$ cat src/rtl/defs_pkg.sv
// Shared types and widths for the D1->E issue controller.
package defs_pkg;

  typedef enum logic [1:0] {
    RUN   = 2'd0,
    STALL = 2'd1,
    FLUSH = 2'd2,
    TRAP  = 2'd3
  } issue_state_e;

  // Wide enough to hold a load count of 0..4.
  localparam int MaxLoadsW = 3;
  localparam int FlushCntW = 2;

endpackage

$ cat src/rtl/issue_scoreboard.sv
// Outstanding-load scoreboard: one pending bit per register plus a count of loads in flight.
module issue_scoreboard
  import defs_pkg::*;
(
  input  logic                 clk,
  input  logic                 rst,
  input  logic                 set_en,
  input  logic [4:0]           set_rd,
  input  logic                 clr_en,
  input  logic [4:0]           clr_rd,
  input  logic                 inc_en,
  output logic [31:0]          pending_o,
  output logic [MaxLoadsW-1:0] load_cnt_o
);

  logic [31:0]          pending_q, pending_d;
  logic [MaxLoadsW-1:0] load_cnt_q, load_cnt_d;

  // The set is applied after the clear so a same-register set/clear leaves the bit set.
  always_comb begin
    pending_d = pending_q;
    if (clr_en) pending_d[clr_rd] = 1'b0;
    if (set_en) pending_d[set_rd] = 1'b1;
    pending_d[0] = 1'b0;

    load_cnt_d = load_cnt_q;
    case ({inc_en, clr_en})
      2'b10: load_cnt_d = load_cnt_q + MaxLoadsW'(1);
      2'b01: if (load_cnt_q != '0) load_cnt_d = load_cnt_q - MaxLoadsW'(1);
      default: load_cnt_d = load_cnt_q;
    endcase
  end

  always_ff @(posedge clk) begin
    if (rst) begin
      pending_q  <= '0;
      load_cnt_q <= '0;
    end else begin
      pending_q  <= pending_d;
      load_cnt_q <= load_cnt_d;
    end
  end

  assign pending_o  = pending_q;
  assign load_cnt_o = load_cnt_q;

endmodule

$ cat src/rtl/issue_ctl.sv
// D1->E issue sequencer: hazard detection, stall/bubble generation and redirect/trap flushing.
module issue_ctl
  import defs_pkg::*;
#(
  parameter int MaxLoads    = 2,
  parameter int FlushCycles = 2
) (
  input  logic        clk,
  input  logic        rst,
  input  logic        valid_d1,
  input  logic [4:0]  rs1_addr_d1,
  input  logic [4:0]  rs2_addr_d1,
  input  logic        rs1_en_d1,
  input  logic        rs2_en_d1,
  input  logic [4:0]  rd_addr_d1,
  input  logic        rd_en_d1,
  input  logic        load_d1,
  input  logic        valid_e,
  input  logic        br_mispredict_e,
  input  logic        illegal_e,
  input  logic        lsu_resp_valid,
  input  logic [4:0]  lsu_resp_rd,
  output logic        stall_d1,
  output logic        bubble_e,
  output logic        flush_d1,
  output logic        trap_req,
  output logic [31:0] pending_o,
  output logic [1:0]  state_o
);

  localparam logic [FlushCntW-1:0] FlushLast = FlushCntW'(FlushCycles - 1);
  localparam logic [MaxLoadsW-1:0] LoadLimit = MaxLoadsW'(MaxLoads);

  issue_state_e          state_q, state_d;
  logic [FlushCntW-1:0]  flush_cnt_q, flush_cnt_d;
  logic                  trap_req_q, trap_req_d;

  logic [31:0]           pending;
  logic [MaxLoadsW-1:0]  load_cnt;
  logic                  hz, issue, redirect, trap_ev;
  logic                  sb_set_en, sb_inc_en;

  assign redirect = valid_e & br_mispredict_e;
  assign trap_ev  = valid_e & illegal_e;

  assign hz = valid_d1 & ((rs1_en_d1 & pending[rs1_addr_d1]) |
                          (rs2_en_d1 & pending[rs2_addr_d1]) |
                          (rd_en_d1  & pending[rd_addr_d1])  |
                          (load_d1   & (load_cnt == LoadLimit)));

  // A stalled instruction issues in the very cycle its hazard drops, so STALL issues too.
  assign issue = valid_d1 & ((state_q == RUN) | (state_q == STALL)) &
                 ~hz & ~br_mispredict_e & ~illegal_e;

  assign sb_inc_en = issue & load_d1;
  assign sb_set_en = sb_inc_en & rd_en_d1 & (rd_addr_d1 != 5'd0);

  issue_scoreboard u_sb (
    .clk        (clk),
    .rst        (rst),
    .set_en     (sb_set_en),
    .set_rd     (rd_addr_d1),
    .clr_en     (lsu_resp_valid),
    .clr_rd     (lsu_resp_rd),
    .inc_en     (sb_inc_en),
    .pending_o  (pending),
    .load_cnt_o (load_cnt)
  );

  always_comb begin
    state_d     = state_q;
    flush_cnt_d = flush_cnt_q;
    stall_d1    = 1'b0;
    bubble_e    = 1'b0;
    flush_d1    = 1'b0;

    case (state_q)
      RUN, STALL: begin
        stall_d1 = hz & ~trap_ev & ~redirect;
        bubble_e = hz | trap_ev | redirect;
        if (trap_ev) begin
          state_d = TRAP;
        end else if (redirect) begin
          state_d     = FLUSH;
          flush_cnt_d = FlushLast;
        end else if (hz) begin
          state_d = STALL;
        end else begin
          state_d = RUN;
        end
      end
      // E is bubbled here, so only a branch redirect can still be seen; it restarts the count.
      FLUSH: begin
        flush_d1 = 1'b1;
        bubble_e = 1'b1;
        if (redirect) begin
          flush_cnt_d = FlushLast;
        end else if (flush_cnt_q == '0) begin
          state_d = RUN;
        end else begin
          flush_cnt_d = flush_cnt_q - FlushCntW'(1);
        end
      end
      TRAP: begin
        bubble_e    = 1'b1;
        state_d     = FLUSH;
        flush_cnt_d = FlushLast;
      end
      default: state_d = RUN;
    endcase

    trap_req_d = (state_d == TRAP);
  end

  always_ff @(posedge clk) begin
    if (rst) begin
      state_q     <= RUN;
      flush_cnt_q <= '0;
      trap_req_q  <= 1'b0;
    end else begin
      state_q     <= state_d;
      flush_cnt_q <= flush_cnt_d;
      trap_req_q  <= trap_req_d;
    end
  end

  assign trap_req  = trap_req_q;
  assign pending_o = pending;
  assign state_o   = state_q;

endmodule

$ cat config.mk
export PLATFORM = sky130hd
export DESIGN_NAME = issue_ctl
export DESIGN_NICKNAME = d
export VERILOG_FILES = /design/src/rtl/defs_pkg.sv /design/src/rtl/issue_scoreboard.sv /design/src/rtl/issue_ctl.sv
export SDC_FILE = /design/constraint.sdc
export NUM_CORES = 1
export LEC_CHECK = 0
export BUFFER_PORTS_ARGS = -buffer_cell sky130_fd_sc_hd__clkbuf_2
export CAP_MARGIN = 20
export CORE_MARGIN = 4
export CORE_UTILIZATION = 25
export CTS_BUF_LIST = sky130_fd_sc_hd__clkbuf_4 sky130_fd_sc_hd__clkbuf_8
export CTS_CLUSTER_SIZE = 20
export DETAILED_ROUTE_END_ITERATION = 8
export PLACE_DENSITY = 0.53
export SYNTH_ARGS = -nofsm -noshare
export SYNTH_HDL_FRONTEND = slang
export SYNTH_SLANG_ARGS = --single-unit
$ cat constraint.sdc
create_clock -name clk -period 8.41 [get_ports clk]
set_clock_uncertainty 0.05 [all_clocks]
set_input_delay 1.682 -clock clk [delete_from_list [all_inputs] [get_ports clk]]
set_output_delay 1.682 -clock clk [all_outputs]
set_load 0.05 [all_outputs]
# After elaboration in Yosys (flattened, before gate mapping)
# Cells that the tools add are included.
# W data, S select, Z words.
[word_totals]
ff_bits = 40
input_bits = 31
output_inout_bits = 38
wordCells = 95
[op_classes]
addsub = 3
n_lt_le_gt_ge = 6
n_eq_ne = 11
muxes = 28
bitwise_logic = 30
n_reduce_logical = 11
[ops]
columns = ["op", "count"]
rows = [
  ["$mux W32", 2],
  ["$and A32 B32 Y32", 1],
  ["$not A32 Y32", 1],
  ["$or A32 B32 Y32", 1],
  ["$lt A5 B6 Y1 const B", 4],
  ["$and A1 B1 Y1", 16],
  ["$mux W2", 8],
  ["$bmux W1 S5", 3],
  ["$pmux W2 S3", 2],
  ["$demux W1 S5", 2],
  ["$ge A5 B1 Y1 const B", 2],
  ["$eq A2 B2 Y1 const B", 4],
  ["$mux W1", 8],
  ["$or A1 B1 Y1", 6],
  ["$pmux W3 S2", 1],
  ["$not A1 Y1", 5],
  ["$reduce_bool A5 Y1", 1],
  ["$eq A2 B1 Y1 const B", 2],
  ["$logic_not A2 Y1", 2],
  ["$ne A2 B2 Y1 const B", 2],
  ["$reduce_or A2 Y1", 2],
  ["$add A3 B1 Y3 const B", 1],
  ["$eq A3 B2 Y1 const B", 1],
  ["$mux W3", 1],
  ["10 further kinds", 11],
]

# Logic depth before layout (Yosys ltp)
[logic_depth]
ltp_word = 15
ltp_mapped = 12

# Cells and area by module
# From an unflattened synthesis, not the netlist that was laid out.
[hier_totals]
hier_cells = 269
area_unflattened_um2 = 2638.8
[modules_own_cells]
columns = ["mod", "n_inst", "cells_each", "area_per_inst_um2", "seq_area_each_um2"]
rows = [
  ["issue_scoreboard", 1, 151, 1482.7, 680.7],
  ["issue_ctl", 1, 118, 1156.1, 100.1],
]

# Least setup slack after synthesis
# OpenSTA, ideal clock, no wires.
[synth_path]
path_type = "input-to-output"
start = "in rd_addr_d1[1]"
end = "out stall_d1"
arrival_ns = 4.242
required_time_ns = 6.678
path_slack_ns = 2.436
path_stages = 9
path_buffers = 2
path_cell_list = "clkbuf_1 > buf_2 > inv_1 > nor4_1 > nand2_1 > a311oi_1 > a211o_1 > o41ai_1 > nor3_1"
[synth_between]
elab_chain_len = 9
[synth_rtl]
columns = ["item", "line", "rtl"]
rows = [
  ["start, declared", "issue_ctl.sv:15", "input logic [4:0] rd_addr_d1,"],
  ["$bmux W1 S5", "issue_ctl.sv:48", "(rd_en_d1 & pending[rd_addr_d1]) |"],
  ["$mux W1 (implied by the code)", "issue_ctl.sv:48", ""],
  ["$and A1 B1 Y1", "issue_ctl.sv:48", ""],
  ["$or A1 B1 Y1", "issue_ctl.sv:47", "(rs2_en_d1 & pending[rs2_addr_d1]) |"],
  ["$or A1 B1 Y1", "issue_ctl.sv:48", ""],
  ["$and A1 B1 Y1", "issue_ctl.sv:46", "assign hz = valid_d1 & ((rs1_en_d1 & pending[rs1_addr_d1]) |"],
  ["$and A1 B1 Y1 (2 in a row)", "issue_ctl.sv:79", "stall_d1 = hz & ~trap_ev & ~redirect;"],
  ["$mux W1", "issue_ctl.sv:77", "case (state_q)"],
  ["end, declared", "issue_ctl.sv:23", "output logic stall_d1,"],
]
# Every way passes these cells. The select of a mux whose other input is x is not followed.

# Final worst setup path
[layout_path]
start = "in rs1_addr_d1[1]"
end = "out stall_d1"
[layout_between]
elab_chain_len = 10
[layout_rtl]
columns = ["item", "line", "rtl"]
rows = [
  ["start, declared", "issue_ctl.sv:11", "input logic [4:0] rs1_addr_d1,"],
  ["$bmux W1 S5", "issue_ctl.sv:46", ""],
  ["$mux W1 (implied by the code)", "issue_ctl.sv:46", ""],
  ["$and A1 B1 Y1", "issue_ctl.sv:46", ""],
  ["$or A1 B1 Y1", "issue_ctl.sv:46", ""],
  ["$or A1 B1 Y1", "issue_ctl.sv:47", ""],
  ["$or A1 B1 Y1", "issue_ctl.sv:48", ""],
  ["$and A1 B1 Y1", "issue_ctl.sv:46", ""],
  ["$and A1 B1 Y1 (2 in a row)", "issue_ctl.sv:79", ""],
  ["$mux W1", "issue_ctl.sv:77", ""],
]
# Every way passes these cells. The select of a mux whose other input is x is not followed.

==> tab_implementation.tex <==
\begin{tabular}{lr}
\hline
Metric & Value \\
\hline
\multicolumn{2}{l}{\textbf{Run status}} \\
Outcome & complete, no violations \\
\multicolumn{2}{l}{\textbf{Route}} \\
Detailed-route via count & 2838 \\
Residual antenna-violating net count after detailed routing & 0 \\
Vias per inst & 5.50 \\
Routed wire per std cell & 19.0 um \\
Final routed DRC violation total & 0 \\
Starting DRT DRC Count & 231 \\
Total detailed-routing wirelength & 9830 um \\
TritonRoute pass-1 iters & 4 \\
\multicolumn{2}{l}{\textbf{Clocking}} \\
Clock-pin slew on the worst setup and hold paths & 70 ps \\
Buffer count from post-CTS setup fixing & 0 \\
Worst-Skew Late Latency & 290 ps \\
Clock tree from TritonCTS & yes \\
H-tree levels & 2 \\
Root buf cell & clkbuf\_8 \\
Clock tree sinks & 39 \\
Count of instances resized after the clock tree is built & 0 \\
Number of buffers created by CTS & 5 \\
Number of buffers on the longest clock path & 2 \\
Number of hold buffers added after CTS & 0 \\
\multicolumn{2}{l}{\textbf{STA}} \\
Slew at the pin closest to its max-slew limit & 894 ps \\
Worst path setup slack after routing & 2450 ps \\
Setup tns final & 0 ps \\
Final critical-path required period & 5960 ps \\
Unrepaired setup endpoints after global routing & false \\
Fin. max-slew vios & 0 \\
Relative slew margins & 40.3\% \\
Number of hold-slack violations in the final timing report & 0 \\
Final setup violation count & 0 \\
Fmax achieved & 168 MHz \\
Period utilization & 70.8\% \\
\multicolumn{2}{l}{\textbf{Synthesis}} \\
Most common flop cell mapped by yosys & dfxtp\_1 \\
Synthesized cell area & 0.00274 sq mm \\
Number of nets produced by synthesis & 357 \\
Flip-flop and latch count after synthesis & 39 \\
Yosys warns & 0 \\
Avg Cell Area, Syn & 8.45 sq um \\
Count of flip-flops with a built-in enable after synthesis & 0 \\
Share of synthesized flip-flops with an asynchronous set or reset & 0\% \\
Cell variety after synth & 57 \\
Gate count of the mapped netlist & 324 \\
Sequential cell area fraction in the yosys report & 28.5\% \\
\multicolumn{2}{l}{\textbf{Worst setup path}} \\
Most used cell, CP & clkbuf\_2 \\
Critical-path top delay cell & o41ai\_1 \\
Sum of buffers and inverters on the critical path & 2 \\
Max Fanout on Critical Path & 16 \\
Worst R2R End & u\_sb.load\_cnt\_o[1] \\
Delay of the slowest cell on the worst path & 610 ps \\
Setup crit start & rs1\_addr\_d1[1] \\
Kind of end point of the critical path & output pin \\
Critical path type & in2out \\
Critical Path Start Type & input pin \\
Depth of the worst register-to-register path & 10 \\
Worst path arrival time & 4220 ps \\
FF-to-FF setup slack & 4990 ps \\
Critical Path RT & 6680 ps \\
Source of the worst register-to-register timing path & u\_sb.pending\_o[8] \\
Chain of cells forming the critical path & clkbuf\_2 -> mux4\_2 -> nor2b\_1 -> or3\_1 -> nand4\_1 -> a211o\_1 -> o41ai\_1 -> nor3\_1 -> clkbuf\_2 \\
Cell class contributing the biggest share of worst-path delay & compound AO/OA/AOI/OAI gates \\
\multicolumn{2}{l}{\textbf{Final layout}} \\
Fill cell total of the finished layout & 1135 \\
Final Util & 30.9\% \\
Fraction of final layout cells with drive strength greater than 1 & 26.8\% \\
Final \#Nets & 412 \\
Number of standard cells in the layout, taps in and fillers out & 516 \\
Synth-to-layout area growth & 18.7\% \\
Commonest non-fill, non-tap cell in the layout & clkbuf\_2 \\
Most frequent cells in the layout & clkbuf\_2 (67), nand2\_1 (40), dfxtp\_1 (39) \\
Number of diodes & 0 \\
\multicolumn{2}{l}{\textbf{Die}} \\
Initial cell density of the core & 26.1\% \\
Die Y & 113 um \\
Die width & 113 um \\
Area inside the core boundary & 0.0105 sq mm \\
Die footprint & 0.0127 sq mm \\
I/O pin count & 69 \\
Cell row count & 37 \\
\multicolumn{2}{l}{\textbf{Worst hold path}} \\
WHS Path Cells & 2 \\
Hold WC Path Type & reg2reg \\
End of the worst hold path & flush\_cnt\_q[1] \\
Startpoint of the most critical hold path & flush\_cnt\_q[1] \\
\multicolumn{2}{l}{\textbf{Global route}} \\
Met2 Usage GRT & 23.3\% \\
Met3 routing resource usage after global routing & 2.37\% \\
Met1 track demand over resource & 21.8\% \\
GR Overflow Total & 0 \\
Grt peak-use layer & met2 \\
Global-route wire length before repair & 15400 um \\
Antenna violations before repair & 0 \\
Overall Global Routing Usage & 15.3\% \\
Via count of the first global-routing pass & 2759 \\
Maximum number of pins on one net before global-route repair & 30 \\
\multicolumn{2}{l}{\textbf{Place}} \\
Input/output buffers & 67 \\
Placer Congestion & 0.841 \\
\# placed instances & 508 \\
DP HPWL & 7710 um \\
Pre-CTS worst setup slack & 2450 ps \\
\multicolumn{2}{l}{\textbf{Pwr}} \\
Worst IR Drop VDD & 0.0647 mV \\
Pwr Total & 400 uW \\
Areal power density over the cells & 123 mW/mm\^{}2 \\
Static leakage power & 1.20 nW \\
\multicolumn{2}{l}{\textbf{Job}} \\
Max-cap violation count & 0 \\
\hline
\end{tabular}
-- worst max path at each step --
| stage | endpoint | slack, ps | cells after the start |
|---|---|---|---|
| after floorplan | stall_d1 | 2440 | 9 |
| after global placement | bubble_e | 2510 | 9 |
| after detailed placement | stall_d1 | 2450 | 9 |
| after CTS | stall_d1 | 2450 | 9 |
| after global routing | stall_d1 | 2180 | 9 |
| final | stall_d1 | 2450 | 9 |
-- cell families (layout without fill, tap and decap cells) --
logic type | count (synthesis) | count (layout) | share of synthesized area, %
other cells | 1 | 1 | 0.137
compound gates | 81 | 81 | 19.3
simple gates | 139 | 139 | 27.7
buf+inv | 28 | 84 | 4.25
fa+ha+maj | 2 | 2 | 1.19
mux | 34 | 34 | 18.9
flops | 39 | 39 | 28.5
-- power breakdown --
part	leakage, nW	internal [mW]	switching [mW]	total (mW)
registers	0.315	0.188	0.00396	0.192
logic	0.833	0.0273	0.0521	0.0794
clock network	0.0491	0.0647	0.0641	0.129
total	1.20	0.280	0.120	0.400
-- synthesized netlist by cell type (all sizes together), types with 2 or more instances --
| cell | n | area share, % |
|---|---|---|
| nand2b | 3 | 0.69 |
| o22ai | 2 | 0.46 |
| o21ai | 40 | 7.4 |
| nor2b | 13 | 3.0 |
| mux2 | 8 | 3.3 |
| nor3b | 7 | 1.9 |
| a311oi | 2 | 0.64 |
| nor3 | 8 | 1.9 |
| o21a | 2 | 0.55 |
| dfxtp | 39 | 29 |
| or2 | 3 | 0.69 |
| buf | 7 | 1.4 |
| clkbuf | 12 | 1.6 |
| a211oi | 2 | 0.55 |
| o2111ai | 2 | 0.87 |
| or4 | 5 | 1.6 |
| nor2 | 12 | 1.6 |
| nand4 | 3 | 0.69 |
| o211ai | 15 | 4.1 |
| or3 | 2 | 0.46 |
| mux4 | 13 | 11 |
| nand3b | 10 | 2.9 |
| inv | 9 | 1.2 |
| nand2 | 40 | 5.5 |
| mux2i | 13 | 4.8 |
| a21oi | 5 | 0.91 |
| nand3 | 28 | 5.5 |
-- worst register-to-register path: cells and delay by family (launching register included) --
| family | cells | cell delay, ps |
|---|---|---|
| DFF | 1 | 400 |
| adders and majority gates | 1 | 480 |
| and+or+nand+nor | 4 | 1240 |
| AOI/OAI and AO/OA | 4 | 710 |
| muxes | 1 | 480 |
-- routing by layer --
metal | share of wire, % | vias up
li1 | - | 1325
met1 | 45 | 1359
met2 | 44 | 128
met3 | 7.5 | 26
met4 | 3.0 | 0
met5 | 0 | -
-- metrics by stage --
step / hold slack, ps / cell area, sq um
after floorplan: 396 / 2740
after global placement: 405 / 3160
after detailed placement: 408 / 3160
after CTS: 420 / 3250
after global routing: 446 / 3250
final: 419 / 3250
-- flip-flops by register name (all words and copies together) (netlist names) --
name             cells
state_o              2
trap_req             1
flush_cnt_q          2
u_sb.load_cnt_o      3
u_sb.pending_o      31
-- area by class of cell --
class                           instances  area [sq um]  share of cell area [%]
Multi-Input combinational cell        257          1840                    56.6
Sequential cell                        39           781                    24.0
Timing Repair Buffer                   67           335                    10.3
Tap cell                              136           170                    5.24
Clock buffer                            7          83.8                    2.58
Inverter                                9          33.8                    1.04
Clock inverter                          1          5.00                   0.154
(Power assumes the default switching activity.)
